--- src/rtl/sdram_if_pkg.sv ---
// Shared constants and state encoding for the SDRAM bridge masters (reader and writer).
package sdram_if_pkg;

  localparam int unsigned INTERFACE_WIDTH_BITS = 128;
  localparam int unsigned INTERFACE_ADDR_BITS  = 26;
  localparam int unsigned WORD_BITS            = 32;
  localparam int unsigned WORDS_PER_LINE       = INTERFACE_WIDTH_BITS / WORD_BITS;
  localparam int unsigned LINE_BYTES           = INTERFACE_WIDTH_BITS / 8;
  localparam int unsigned COUNT_BITS           = 16;

  typedef enum logic [1:0] {
    IDLE  = 2'd0,
    FILL  = 2'd1,
    WRITE = 2'd2,
    DONE  = 2'd3
  } writer_state_t;

endpackage

--- src/rtl/sdram_writer_line_packer.sv ---
// Packs accepted words into a line; flags the line complete on the last lane or on in_last.
module sdram_writer_line_packer #(
  parameter int unsigned WORD_BITS      = sdram_if_pkg::WORD_BITS,
  parameter int unsigned WORDS_PER_LINE = sdram_if_pkg::WORDS_PER_LINE
) (
  input  logic                                  clk,
  input  logic                                  reset_n,
  input  logic                                  clear,
  input  logic                                  accept,
  input  logic [WORD_BITS-1:0]                  in_data,
  input  logic                                  in_last,
  output logic [WORD_BITS*WORDS_PER_LINE-1:0]   line_data_c,
  output logic [WORD_BITS*WORDS_PER_LINE/8-1:0] line_be_c,
  output logic                                  line_complete_c
);

  localparam int unsigned LINE_BITS = WORD_BITS * WORDS_PER_LINE;
  localparam int unsigned BPW       = WORD_BITS / 8;
  localparam int unsigned IDX_W     = (WORDS_PER_LINE > 1) ? $clog2(WORDS_PER_LINE) : 1;

  logic [LINE_BITS-1:0]   pack_q;
  logic [LINE_BITS/8-1:0] be_q;
  logic [IDX_W-1:0]       idx_q;

  // Merge the presented word into its lane; the result is the line as it stands after this accept.
  always_comb begin
    line_data_c = pack_q;
    line_be_c   = be_q;
    for (int unsigned k = 0; k < WORDS_PER_LINE; k++) begin
      if (idx_q == IDX_W'(k)) begin
        line_data_c[k*WORD_BITS +: WORD_BITS] = in_data;
        line_be_c[k*BPW +: BPW]               = '1;
      end
    end
    line_complete_c = accept && ((idx_q == IDX_W'(WORDS_PER_LINE - 1)) || in_last);
  end

  // Accumulate words; an emptied buffer guarantees zeroed lanes on a partial flush.
  always_ff @(posedge clk or negedge reset_n) begin
    if (!reset_n) begin
      pack_q <= '0;
      be_q   <= '0;
      idx_q  <= '0;
    end else if (clear || line_complete_c) begin
      pack_q <= '0;
      be_q   <= '0;
      idx_q  <= '0;
    end else if (accept) begin
      pack_q <= line_data_c;
      be_q   <= line_be_c;
      idx_q  <= idx_q + IDX_W'(1);
    end
  end

endmodule

--- src/rtl/sdram_writer.sv ---
// Write-side bridge master: packs a word stream into lines and writes them at consecutive addresses.
// Optional build macro SDRAM_WRITER_PERF_EN adds stall_cycles / max_latency counters.
module sdram_writer #(
  parameter int unsigned INTERFACE_WIDTH_BITS = sdram_if_pkg::INTERFACE_WIDTH_BITS,
  parameter int unsigned INTERFACE_ADDR_BITS  = sdram_if_pkg::INTERFACE_ADDR_BITS,
  parameter int unsigned WORD_BITS            = sdram_if_pkg::WORD_BITS,
  parameter int unsigned COUNT_BITS           = sdram_if_pkg::COUNT_BITS
) (
  input  logic                              clk,
  input  logic                              reset_n,
  input  logic                              start,
  input  logic [INTERFACE_ADDR_BITS-1:0]    base_address,
  input  logic                              in_valid,
  input  logic [WORD_BITS-1:0]              in_data,
  input  logic                              in_last,
  output logic                              in_ready,
  output logic [INTERFACE_ADDR_BITS-1:0]    interface_address,
  output logic [INTERFACE_WIDTH_BITS/8-1:0] interface_byte_enable,
  output logic                              interface_write,
  output logic [INTERFACE_WIDTH_BITS-1:0]   interface_write_data,
  input  logic                              interface_acknowledge,
  output logic                              busy,
  output logic                              done,
  output logic [COUNT_BITS-1:0]             lines_written
`ifdef SDRAM_WRITER_PERF_EN
  ,
  output logic [31:0]                       stall_cycles,
  output logic [15:0]                       max_latency
`endif
);

  import sdram_if_pkg::writer_state_t;
  import sdram_if_pkg::IDLE;
  import sdram_if_pkg::FILL;
  import sdram_if_pkg::WRITE;
  import sdram_if_pkg::DONE;

  localparam int unsigned WORDS_PER_LINE = INTERFACE_WIDTH_BITS / WORD_BITS;
  localparam int unsigned LINE_BYTES     = INTERFACE_WIDTH_BITS / 8;

  writer_state_t                   state_q, state_d;
  logic                            start_c, launch_c, ack_c, accept_c;
  logic                            last_line_q;
  logic [INTERFACE_WIDTH_BITS-1:0] line_data_c;
  logic [LINE_BYTES-1:0]           line_be_c;
  logic                            line_complete_c;
  logic [INTERFACE_ADDR_BITS-1:0]  base_aligned_c;

  assign accept_c       = in_valid && in_ready;
  assign base_aligned_c = base_address & ~INTERFACE_ADDR_BITS'(LINE_BYTES - 1);

  sdram_writer_line_packer #(
    .WORD_BITS      (WORD_BITS),
    .WORDS_PER_LINE (WORDS_PER_LINE)
  ) u_packer (
    .clk             (clk),
    .reset_n         (reset_n),
    .clear           (start_c),
    .accept          (accept_c),
    .in_data         (in_data),
    .in_last         (in_last),
    .line_data_c     (line_data_c),
    .line_be_c       (line_be_c),
    .line_complete_c (line_complete_c)
  );

  // State register.
  always_ff @(posedge clk or negedge reset_n) begin
    if (!reset_n) state_q <= IDLE;
    else          state_q <= state_d;
  end

  // Next-state logic and single-cycle event strobes.
  always_comb begin
    state_d  = state_q;
    start_c  = 1'b0;
    launch_c = 1'b0;
    ack_c    = 1'b0;
    case (state_q)
      IDLE: if (start) begin
        start_c = 1'b1;
        state_d = FILL;
      end
      FILL: if (line_complete_c) begin
        launch_c = 1'b1;
        state_d  = WRITE;
      end
      WRITE: if (interface_acknowledge) begin
        ack_c   = 1'b1;
        state_d = last_line_q ? DONE : FILL;
      end
      DONE:    state_d = IDLE;
      default: state_d = IDLE;
    endcase
  end

  // Registered outputs, bridge request payload, address stepping and line counter.
  always_ff @(posedge clk or negedge reset_n) begin
    if (!reset_n) begin
      in_ready              <= 1'b0;
      interface_write       <= 1'b0;
      busy                  <= 1'b0;
      done                  <= 1'b0;
      interface_address     <= '0;
      interface_byte_enable <= '0;
      interface_write_data  <= '0;
      lines_written         <= '0;
      last_line_q           <= 1'b0;
    end else begin
      in_ready        <= (state_d == FILL);
      interface_write <= (state_d == WRITE);
      busy            <= (state_d != IDLE);
      done            <= (state_d == DONE);
      if (start_c) begin
        interface_address <= base_aligned_c;
        lines_written     <= '0;
      end
      if (launch_c) begin
        interface_write_data  <= line_data_c;
        interface_byte_enable <= line_be_c;
        last_line_q           <= in_last;
      end
      if (ack_c) begin
        interface_address <= interface_address + INTERFACE_ADDR_BITS'(LINE_BYTES);
        if (lines_written != '1) lines_written <= lines_written + COUNT_BITS'(1);
      end
    end
  end

`ifdef SDRAM_WRITER_PERF_EN
  logic [15:0] wait_q;

  // Acknowledge-wait statistics for the current frame.
  always_ff @(posedge clk or negedge reset_n) begin
    if (!reset_n) begin
      stall_cycles <= '0;
      max_latency  <= '0;
      wait_q       <= '0;
    end else if (start_c) begin
      stall_cycles <= '0;
      max_latency  <= '0;
      wait_q       <= '0;
    end else if (state_q == WRITE) begin
      if (!interface_acknowledge) begin
        if (stall_cycles != '1) stall_cycles <= stall_cycles + 32'd1;
        if (wait_q != '1)       wait_q       <= wait_q + 16'd1;
      end else begin
        if (wait_q > max_latency) max_latency <= wait_q;
        wait_q <= '0;
      end
    end
  end
`endif

endmodule

--- config.mk ---
export PLATFORM = sky130hd
export DESIGN_NAME = sdram_writer
export DESIGN_NICKNAME = d
export VERILOG_FILES = /design/src/rtl/sdram_if_pkg.sv /design/src/rtl/sdram_writer_line_packer.sv /design/src/rtl/sdram_writer.sv
export SDC_FILE = /design/constraint.sdc
export NUM_CORES = 1
export LEC_CHECK = 0
export CAP_MARGIN = 10
export CORE_ASPECT_RATIO = 1.75
export CORE_UTILIZATION = 25
export DETAILED_ROUTE_END_ITERATION = 8
export PLACE_DENSITY = 0.55
export SETUP_SLACK_MARGIN = 0.2
export SKIP_CTS_REPAIR_TIMING = 1
export SLEW_MARGIN = 25
export SYNTH_ARGS = -nofsm -noshare
export SYNTH_HDL_FRONTEND = slang
export SYNTH_SLANG_ARGS = --single-unit
--- constraint.sdc ---
create_clock -name clk -period 3.3 [get_ports clk]
set_input_delay 0.99 -clock clk [delete_from_list [all_inputs] [get_ports clk]]
set_output_delay 0.99 -clock clk [all_outputs]
set_load 0.1 [all_outputs]
==> results.ini <==
[clock_tree]
cts_tree=built
cts_buffer_depth=3
numClockSinks=335
root_buffer=clkbuf_16
cts.htree.levels=2
clkLatencyLatePin_ns=0.53
cts_buffers=35
clk_pin_slew_worst_paths_ns=0.06

[worst_setup_path]
cp_cell_sequence=clkdlybuf4s50_1 -> or2_2 -> o21ai_0 -> and2_2 -> a22o_1
arrival_ns=3.19
cp_max_fo=31
cp.required_ns=3.75
worstSetupStartpointType=primary input
path_class=primary input to register
crit_buf_inv=1
cp_slowest_cell=and2_2
cpPeakStageDelay_ns=0.88
cp.depth=5
path_delay_family=simple AND/OR/NAND/NOR gates
crit_path_end_kind=register
reg2reg_depth=5

[timing]
finClkSkew_ns=0.0202
slew_headroom_pct=31.6
fmax_mhz=364
drv_slew=0
whs_ns=0.425
finalSetupViolations=0
grt_setup_unrepaired=false
fin_tns_setup_ns=0
worst_slew_pin_slew_ns=1.03
post-route-period-util_pct=83.2
min_period_ns=2.75
final-hold-violation-count=0

[detailed_routing]
dr.pass1.iters=5
drt_iter0_drc=614
wl_per_cell_um=19.7
routed_wl_um=43700
drc=0
routed_via_density=4.84
dr_total_vias=10700
antenna_left=0

[final_layout]
final_util_pct=32.9
num-fill-cells=5691
nNetsFinal=1562
diodes=0
regArea_mm2=0.00838
drive_gt1_share_pct=19.7
area_growth_pct=30.2
multi_input_area_mm2=0.00545

[global_routing]
grt_antenna_before_repair=0
grt_usage_pct=15.1
grt_max_degree=75
grt-ovfl-total=0
first_global_vias=11100
grt_pass1_wl_um=67000

[run]
cap_violations=0

[min_path]
hp-class=primary input to asynchronous set/reset pin

[floorplanning]
die_w_um=182
die_y_um=317
ios=254
coreArea_mm2=0.0561
die-area_mm2=0.0577
start_util_pct=25.3
fp-row-count=115

[place]
port_buffers=245
finalWeightedCongestion=0.803
dpl.hpwl_um=28300

[logic_synthesis]
netlist_instances=1275
synth_edf_count=0
ys_seq_elements=335
synth.avg_cell_area_um2=11.1
seq_area_frac_synth_pct=59.2
synth.distinct_cells=57
synth_area_mm2=0.0142
yosys_warnings=0
ys.flop_type=dfrtp_1
synthArstFlopShare_pct=100

[run_status]
status=complete, no violations

-- registers in the layout, indices dropped and copies added, names as in the netlist --
signal / flops
interface_write_data: 128
interface_address: 22
done: 1
state_q: 2
last_line_q: 1
in_ready: 1
lines_written: 16
u_packer.idx_q: 2
busy: 1
interface_write: 1
interface_byte_enable: 16
u_packer.pack_q: 128
u_packer.be_q: 16
-- cells by family after synthesis --
group                      count (synthesis)  share of synthesized area (%)
and+or+nand+nor                          374                           12.6
DFF                                      335                           59.2
muxes                                    143                           10.1
buffers and inverters                    109                           3.04
adders and majority gates                  6                          0.530
other                                      1                         0.0265
AOI/OAI and AO/OA                        307                           14.6
-- worst reg2reg max path, cell delays in order, from the launching register on --
cell and delay, ns:
dfrtp_1 0.47, ha_4 0.20, or2_2 0.33, o21ai_0 0.26, and2_2 0.88, a22o_1 0.28
-- path summary, 6_finish.rpt --
check / startpoint / end / slack, ns
max: in_last / u_packer.pack_q[10] / 0.55
min: reset_n / interface_write_data[52] / 0.42
max reg2reg: u_packer.idx_q[0] / u_packer.pack_q[10] / 0.78
min reg2reg: u_packer.be_q[9] / u_packer.be_q[9] / 0.48
max in group asynchronous: reset_n / u_packer.pack_q[67] / 1.99
min in group clk: u_packer.be_q[9] / u_packer.be_q[9] / 0.48
-- area by class of cell --
cell class              count  area share (%)
clock buffers              43            5.02
clock inverters            17            1.77
inverters                   6           0.122
multi-input cells         834            29.5
flip-flops and latches    335            45.4
well taps                 702            4.76
repair buffers            280            13.4
-- cells in the mapped netlist (5+ instances only) --
cell | number | area (µm²)
or4_1 | 6 | 45.0
clkbuf_1 | 76 | 285
and2_1 | 48 | 300
nand2_1 | 40 | 150
a22o_1 | 93 | 815
inv_1 | 6 | 22.5
mux2i_1 | 141 | 1410
o311ai_0 | 5 | 43.8
nor2_1 | 185 | 694
nor4_1 | 8 | 50.1
a211oi_1 | 5 | 37.5
ha_1 | 6 | 75.1
a21o_1 | 15 | 113
buf_2 | 5 | 25.0
dfrtp_1 | 335 | 8380
nor3_1 | 33 | 165
nand3_1 | 12 | 60.1
nand4_1 | 15 | 93.8
o21ai_0 | 14 | 70.1
o211ai_1 | 6 | 45.0
buf_1 | 18 | 67.6
a21oi_1 | 139 | 696
o31ai_1 | 5 | 37.5
-- per-stage QoR --
stage / cells / cell area [µm²] / setup WS [ns]
6_report: 2217 / 18400 / 0.555
5_1_grt: 2217 / 18400 / 0.497
4_1_cts: 2217 / 18400 / 0.599
3_5_place_dp: 2157 / 17200 / 0.0504
3_3_place_gp: 2157 / 17200 / 0.113
2_1_floorplan: 1278 / 14200 / 0.599
-- layer usage --
layer  global-route usage, %  vias to the layer above  part of all wire [%]
met5                       0                        -                     0
met4                    6.49                        0                   3.4
met3                    2.36                       68                   4.1
met2                    26.8                      271                    51
met1                    18.0                     5407                    42
li1                        -                     4978                     -
-- layout by cell type, fill, tap and decap left out, types with 3 or more instances in the layout --
| cell | Yosys | routed |
|---|---|---|
| nand2_1 | 40 | 40 |
| or3_1 | 3 | 3 |
| dfrtp_1 | 335 | 335 |
| nand4_1 | 15 | 15 |
| inv_6 | 0 | 3 |
| clkbuf_16 | 0 | 35 |
| mux2i_1 | 141 | 141 |
| and2_1 | 48 | 42 |
| a21o_1 | 15 | 15 |
| a22oi_1 | 4 | 4 |
| a31oi_1 | 4 | 4 |
| clkinv_2 | 0 | 3 |
| bufinv_16 | 0 | 9 |
| a221o_1 | 3 | 3 |
| o21ai_0 | 14 | 14 |
| clkdlybuf4s50_1 | 0 | 58 |
| a211oi_1 | 5 | 5 |
| o211ai_1 | 6 | 6 |
| o31ai_1 | 5 | 5 |
| buf_12 | 0 | 17 |
| a21oi_1 | 139 | 139 |
| nor3_1 | 33 | 32 |
| nor2_1 | 185 | 184 |
| ha_4 | 0 | 4 |
| or4_1 | 6 | 6 |
| inv_1 | 6 | 6 |
| a22o_1 | 93 | 93 |
| conb_1 | 1 | 4 |
| nand3_1 | 12 | 12 |
| buf_4 | 4 | 204 |
| and2_2 | 0 | 6 |
| o311ai_0 | 5 | 5 |
| nor4_1 | 8 | 8 |
| and3_1 | 4 | 4 |
| nand2b_1 | 4 | 4 |
| clkbuf_1 | 76 | 6 |
Power is left out: the tool's default activity adds up to more than one toggle a clock period on the data nets, which glitch-free logic cannot reach.
